--- config.mk ---
export PLATFORM = sky130hd
export DESIGN_NAME = muldiv_seq
export DESIGN_NICKNAME = d
export VERILOG_FILES = /design/src/rtl/muldiv_seq.sv
export SDC_FILE = /design/constraint.sdc
export NUM_CORES = 1
export LEC_CHECK = 0
export CAP_MARGIN = 20
export CORE_MARGIN = 1.5
export CORE_UTILIZATION = 42
export CTS_BUF_LIST = sky130_fd_sc_hd__clkbuf_2 sky130_fd_sc_hd__clkbuf_4 sky130_fd_sc_hd__clkbuf_8
export DETAILED_ROUTE_END_ITERATION = 12
export PLACE_DENSITY = 0.73
export SLEW_MARGIN = 20
export SYNTH_ARGS = -nofsm -noshare
export SYNTH_HDL_FRONTEND = slang
export SYNTH_SLANG_ARGS = --single-unit
--- constraint.sdc ---
create_clock -name clock_i -period 7.3 [get_ports clock_i]
set_clock_uncertainty 0.2 [all_clocks]
set_input_delay 1.095 -clock clock_i [delete_from_list [all_inputs] [get_ports clock_i]]
set_output_delay 1.095 -clock clock_i [all_outputs]
set_load 0.02 [all_outputs]
--- src/rtl/muldiv_seq.sv ---
// muldiv_seq: iterative multiply/divide sequencer that owns the HI/LO
// registers of the EX stage.
//   MUL/MADD : radix-2 shift-add on operand magnitudes, WIDTH cycles
//   DIV      : radix-2 restoring division, WIDTH cycles
//   then one FIX cycle applies sign correction / accumulation and commits.
// Ports:
//   clock_i, reset_i         clock (rising edge), async active-high reset
//   start_i, op_i, op_u_i    request valid, operation, 1 = unsigned
//   a_i, b_i                 operands (a_i is also the MTHI/MTLO source)
//   flush_i                  abort the in-flight operation
//   stall_o, busy_o, done_o  EX stall, unit not idle, commit pulse
//   hi_o, lo_o               architectural HI/LO registers

package muldiv_pkg;
    typedef enum logic [2:0] {
        OP_NONE = 3'd0,
        OP_MUL  = 3'd1,
        OP_MADD = 3'd2,
        OP_DIV  = 3'd3,
        OP_MTHI = 3'd4,
        OP_MTLO = 3'd5
    } muldiv_op_t;
endpackage

module muldiv_seq
    import muldiv_pkg::*;
#(
    parameter int WIDTH     = 32,
    parameter int CNT_WIDTH = $clog2(WIDTH) + 1
) (
    input  logic             clock_i,
    input  logic             reset_i,
    input  logic             start_i,
    input  logic [2:0]       op_i,
    input  logic             op_u_i,
    input  logic [WIDTH-1:0] a_i,
    input  logic [WIDTH-1:0] b_i,
    input  logic             flush_i,
    output logic             stall_o,
    output logic             busy_o,
    output logic             done_o,
    output logic [WIDTH-1:0] hi_o,
    output logic [WIDTH-1:0] lo_o
);

    typedef enum logic [1:0] {S_IDLE, S_RUN, S_FIX} state_t;

    state_t                 state_q, state_d;
    logic [CNT_WIDTH-1:0]   cnt_q, cnt_d;
    // Shared datapath: MUL keeps {partial product, multiplier}, DIV keeps
    // {partial remainder (WIDTH+1 bits), dividend/quotient}.
    logic [2*WIDTH:0]       acc_q, acc_d;
    logic [WIDTH-1:0]       mb_q, mb_d;     // multiplicand or divisor magnitude
    logic [WIDTH-1:0]       a_q, a_d;       // raw dividend for divide-by-zero
    logic [WIDTH-1:0]       hi_q, hi_d, lo_q, lo_d;
    logic [2:0]             op_q, op_d;
    logic                   neg_q, neg_d;   // result sign
    logic                   dneg_q, dneg_d; // dividend sign (remainder sign)
    logic                   bz_q, bz_d;

    logic                   multi_req, a_neg, b_neg;
    logic [WIDTH-1:0]       a_mag, b_mag;
    logic [WIDTH:0]         mul_sum, div_sh, div_diff, div_rem;
    logic                   div_ge;
    logic [2*WIDTH:0]       mul_next, div_next;
    logic [2*WIDTH-1:0]     prod, prod_fix, madd_sum;
    logic [WIDTH-1:0]       quo_fix, rem_fix;

    assign multi_req = start_i & ((op_i == OP_MUL) | (op_i == OP_MADD) | (op_i == OP_DIV));
    assign a_neg     = ~op_u_i & a_i[WIDTH-1];
    assign b_neg     = ~op_u_i & b_i[WIDTH-1];
    assign a_mag     = a_neg ? -a_i : a_i;
    assign b_mag     = b_neg ? -b_i : b_i;

    // Shift-add step: add the multiplicand when the current multiplier bit
    // is set, then shift the whole accumulator right by one.
    assign mul_sum  = acc_q[2*WIDTH:WIDTH] + {1'b0, (acc_q[0] ? mb_q : '0)};
    assign mul_next = {1'b0, mul_sum, acc_q[WIDTH-1:1]};

    // Restoring step: shift in the next dividend bit, subtract if it fits.
    assign div_sh   = {acc_q[2*WIDTH-1:WIDTH], acc_q[WIDTH-1]};
    assign div_diff = div_sh - {1'b0, mb_q};
    assign div_ge   = (div_sh >= {1'b0, mb_q});
    assign div_rem  = div_ge ? div_diff : div_sh;
    assign div_next = {div_rem, acc_q[WIDTH-2:0], div_ge};

    assign prod     = acc_q[2*WIDTH-1:0];
    assign prod_fix = neg_q ? -prod : prod;
    assign madd_sum = {hi_q, lo_q} + prod_fix;
    assign quo_fix  = neg_q ? -acc_q[WIDTH-1:0] : acc_q[WIDTH-1:0];
    assign rem_fix  = dneg_q ? -acc_q[2*WIDTH-1:WIDTH] : acc_q[2*WIDTH-1:WIDTH];

    always_comb begin
        state_d = state_q;
        cnt_d   = cnt_q;
        acc_d   = acc_q;
        mb_d    = mb_q;
        a_d     = a_q;
        hi_d    = hi_q;
        lo_d    = lo_q;
        op_d    = op_q;
        neg_d   = neg_q;
        dneg_d  = dneg_q;
        bz_d    = bz_q;
        done_o  = 1'b0;
        case (state_q)
            S_IDLE: begin
                if (start_i && !flush_i) begin
                    if (multi_req) begin
                        state_d = S_RUN;
                        cnt_d   = '0;
                        op_d    = op_i;
                        neg_d   = a_neg ^ b_neg;
                        dneg_d  = a_neg;
                        bz_d    = (b_i == '0);
                        a_d     = a_i;
                        if (op_i == OP_DIV) begin
                            acc_d = {{(WIDTH+1){1'b0}}, a_mag};
                            mb_d  = b_mag;
                        end else begin
                            acc_d = {{(WIDTH+1){1'b0}}, b_mag};
                            mb_d  = a_mag;
                        end
                    end else if (op_i == OP_MTHI) begin
                        hi_d = a_i;
                    end else if (op_i == OP_MTLO) begin
                        lo_d = a_i;
                    end
                end
            end
            S_RUN: begin
                acc_d = (op_q == OP_DIV) ? div_next : mul_next;
                cnt_d = cnt_q + CNT_WIDTH'(1);
                if (cnt_q == CNT_WIDTH'(WIDTH - 1)) state_d = S_FIX;
            end
            S_FIX: begin
                state_d = S_IDLE;
                if (!flush_i) begin
                    done_o = 1'b1;
                    if (op_q == OP_DIV) begin
                        if (bz_q) begin
                            hi_d = a_q;
                            lo_d = '1;
                        end else begin
                            hi_d = rem_fix;
                            lo_d = quo_fix;
                        end
                    end else if (op_q == OP_MADD) begin
                        {hi_d, lo_d} = madd_sum;
                    end else begin
                        {hi_d, lo_d} = prod_fix;
                    end
                end
            end
            default: state_d = S_IDLE;
        endcase
        if (flush_i) state_d = S_IDLE;
    end

    always_ff @(posedge clock_i or posedge reset_i) begin
        if (reset_i) begin
            state_q <= S_IDLE;
            cnt_q   <= '0;
            acc_q   <= '0;
            mb_q    <= '0;
            a_q     <= '0;
            hi_q    <= '0;
            lo_q    <= '0;
            op_q    <= OP_NONE;
            neg_q   <= 1'b0;
            dneg_q  <= 1'b0;
            bz_q    <= 1'b0;
        end else begin
            state_q <= state_d;
            cnt_q   <= cnt_d;
            acc_q   <= acc_d;
            mb_q    <= mb_d;
            a_q     <= a_d;
            hi_q    <= hi_d;
            lo_q    <= lo_d;
            op_q    <= op_d;
            neg_q   <= neg_d;
            dneg_q  <= dneg_d;
            bz_q    <= bz_d;
        end
    end

    // Stall drops in FIX so the pipeline advances on the commit edge.
    assign stall_o = (multi_req & (state_q == S_IDLE)) | (state_q == S_RUN);
    assign busy_o  = (state_q != S_IDLE);
    assign hi_o    = hi_q;
    assign lo_o    = lo_q;

endmodule

==> reports/results.ini <==
[finish]
drive_above_1_share_pct=5.787
nFillCells=5028
nets=3161
ff_latch_area_um2=5181
syn2layout_area_growth_pct=12.71
multi_input_area_um2=15400

[outcome]
outcome=finished, final reports clean

[timing]
finalCriticalPeriod_ps=6107
worst_pin_slew_ps=1093
setup_viol=0
finalHoldViolCount=0
grt_setup_unrepaired=false
slew_viol_final=0
holdWs_ps=274.2
max_freq_ghz=0.1637
setup_tns_ps=0
finalCritPeriodShare_pct=83.66
max_slew_margin_pct=27.06

[drt]
routedWlPerCell_um=22.90
drc=0
wl_um=83470
drtAntennaViolNets=0
drtIter0Drc=2598
vias=22780
via_per_inst=6.249
dr.pass1.iters=6

[worst_setup_path]
cp-start-kind=register
r2r-start=acc_q[0]
worstReg2RegEnd=hi_o[28]
reg2regPathDepth=19
rrSetupSlack_ps=1190
cp.arrival_ps=6410
critPathKind=register to register
crit_start=acc_q[0]
cp-end-kind=register
crit_path_end=hi_o[28]
path_max_fanout=8
worstPathRequired_ps=7600

[floorplanning]
rows=82
fp.dieW_um=229.7
start_util_pct=42.76
die-area_um2=52760
coreArea_um2=50480
die_y_um=229.7
io_pins=139

[clock_network]
cts_made_buffers=43
cts_buffer_depth=3
cts_max_level=2
cts_setup_buffers=0
cts_hold_buffers=0
cts_resized=0
clock_latency_ps=640
cts_sinks=207
clockRootBuffer=clkbuf_8
clk_pin_slew_ps=60
tritoncts=done

[grt]
grt_pass1_vias=20380
top_usage_layer=met1
antenna_found_initial=2
use_met1_pct=43.75
grt_overflow=0
use_met2_pct=43.48
grt_start_max_net_pins=105
grt_util_all_layers_pct=30.64
grtUsageMet3_pct=5.667
grt_pass1_wl_um=125600

[pwr]
power_leakage_nw=10.41
internal_power_w=0.004943
seqPwrFrac_pct=20.4
cellPowerDensity_nw_per_um2=422.1
peakVddDrop_v=0.0001476
p_clk_share_pct=13.5
switching_share_pct=51.87
p_switching_w=0.005328
p_comb_share_pct=66.1

[synth]
synthTopCellsByCount=nand2_1 (443), o21ai_0 (273), a21oi_1 (258)
synth_cell_types=82
ys_warn_count=0
ys_seq_area_share_pct=24.00
yosys.area.top_type_share_pct=24.00
synth.cell_area_um2=21590
synth_ff_type=dfrtp_1
yosysMostFrequentCell=nand2_1
synthCells=2928
synth_top_area_cell=dfrtp_1
ys_seq_elements=207
postSynthNetCount=3149
avgSynthCellArea_um2=7.372
async_reset_ff_share_pct=100.0
synth-edff-count=0
synthTopCellsByArea=dfrtp_1 (24%), ha_1 (8.5%), nand2_1 (7.7%), xnor2_1 (6.7%), o21ai_0 (6.3%)

[placement]
io_buffers=138
place_hpwl_um=62240
gp_congestion=0.9876

[flow_run]
maxCapViolCount=0

[hold_path]
hp-class=register to register
hold_depth=2

[how the worst min path moves through the flow]
stage | from | to | slack (ps)
3_5_place_dp | a_q[31] | a_q[31] | 260
2_1_floorplan | cnt_q[5] | state_q[1] | 240
3_3_place_gp | a_q[9] | a_q[9] | 260
6_report | a_q[30] | a_q[30] | 270
4_1_cts | cnt_q[5] | state_q[1] | 270
5_1_grt | a_q[3] | a_q[3] | 290
[metal layers]
| metal | routed length, µm | share of wire [%] |
|---|---|---|
| met1 | 35520 | 43 |
| met5 | 12 | 0.014 |
| met3 | 9216 | 11 |
| met4 | 4803 | 5.8 |
| met2 | 33910 | 41 |
[stage by stage]
stage	power [W]	utilization (%)	worst slack [ps]	area, µm²	instances
6_report	0.01027	48.20	1193	24330	3645
5_1_grt	0.01100	48.19	809.6	24330	3644
4_1_cts	0.01008	48.19	1228	24320	3644
3_5_place_dp	0.008668	46.34	1269	23390	3567
3_3_place_gp	0.008651	46.33	1299	23390	3567
2_1_floorplan	0.006885	-	352.5	21590	2928
[state kept, by name (all words and copies together), names as in the netlist]
| name | count |
|---|---|
| acc_q | 65 |
| a_q | 32 |
| hi_o | 32 |
| lo_o | 32 |
| mb_q | 32 |
| cnt_q | 6 |
| op_q | 3 |
| state_q | 2 |
| bz_q | 1 |
| dneg_q | 1 |
| neg_q | 1 |
[final cells by class]
cell class / instances / share of cell area, %
flip-flops and latches: 207 / 21.30
diodes: 1 / 0.01029
well taps: 672 / 3.456
repair buffers: 174 / 6.788
inverters: 82 / 1.296
clock buffers: 72 / 3.713
clock inverters: 5 / 0.1286
multi-input cells: 2432 / 63.31
[power by group through the flow]
stage / Combinational, W / Clock, W / Sequential (W)
detailed placement: 0.00659 / 0 / 0.00208
finish: 0.00679 / 0.00139 / 0.00209
global route: 0.00743 / 0.00144 / 0.00214
global placement: 0.00658 / 0 / 0.00207
floorplan: 0.00502 / 0 / 0.00187
CTS: 0.00662 / 0.00139 / 0.00206
[placed cells by master (no fill, tap or decap), types with 9 or more instances in the layout]
master	n
a221oi_1	11
and3_1	18
a211oi_1	65
inv_1	81
nand4_1	32
or3_1	26
a22oi_1	10
mux2i_1	24
xnor2_1	166
dfrtp_1	206
a21o_1	81
or4_1	10
o221ai_1	17
a21oi_1	257
a31oi_1	44
o21ai_0	272
o31ai_1	48
clkdlybuf4s50_1	138
nand2b_1	17
ha_1	146
xor2_1	95
o41ai_1	17
nand2_1	440
clkbuf_8	58
o21a_1	18
nand3_1	37
o21bai_1	25
o21ai_1	10
o211ai_1	55
clkbuf_4	14
buf_4	36
nor4_1	15
nor3_1	50
nor2_1	242
and2_1	9
o22ai_1	20
[cells by family after synthesis]
logic type               synth area share (%)
buffers and inverters                   5.159
XOR/XNOR                                10.67
flip-flops                              24.00
AND/OR/NAND/NOR                         20.05
adder cells (fa/ha/maj)                 8.741
AO/OA/AOI/OAI                           29.86
multiplexers                            1.530
[critical path, cell delays in order, from the launching register on]
cell and delay [ps]:
dfrtp_1 460, or4_4 570, or4_4 480, nand3b_4 190, or2_4 280, or3_4 350
or4_1 460, and2_1 200, xnor2_1 220, ha_1 330, a21oi_1 220, o21ai_0 180
a41oi_1 290, o21ai_0 200, a21boi_0 170, o21ai_0 140, a311oi_1 640, nor2_1 130
mux2i_1 180, a21oi_1 80
No activity file was read; power rests on OpenSTA's default activity.
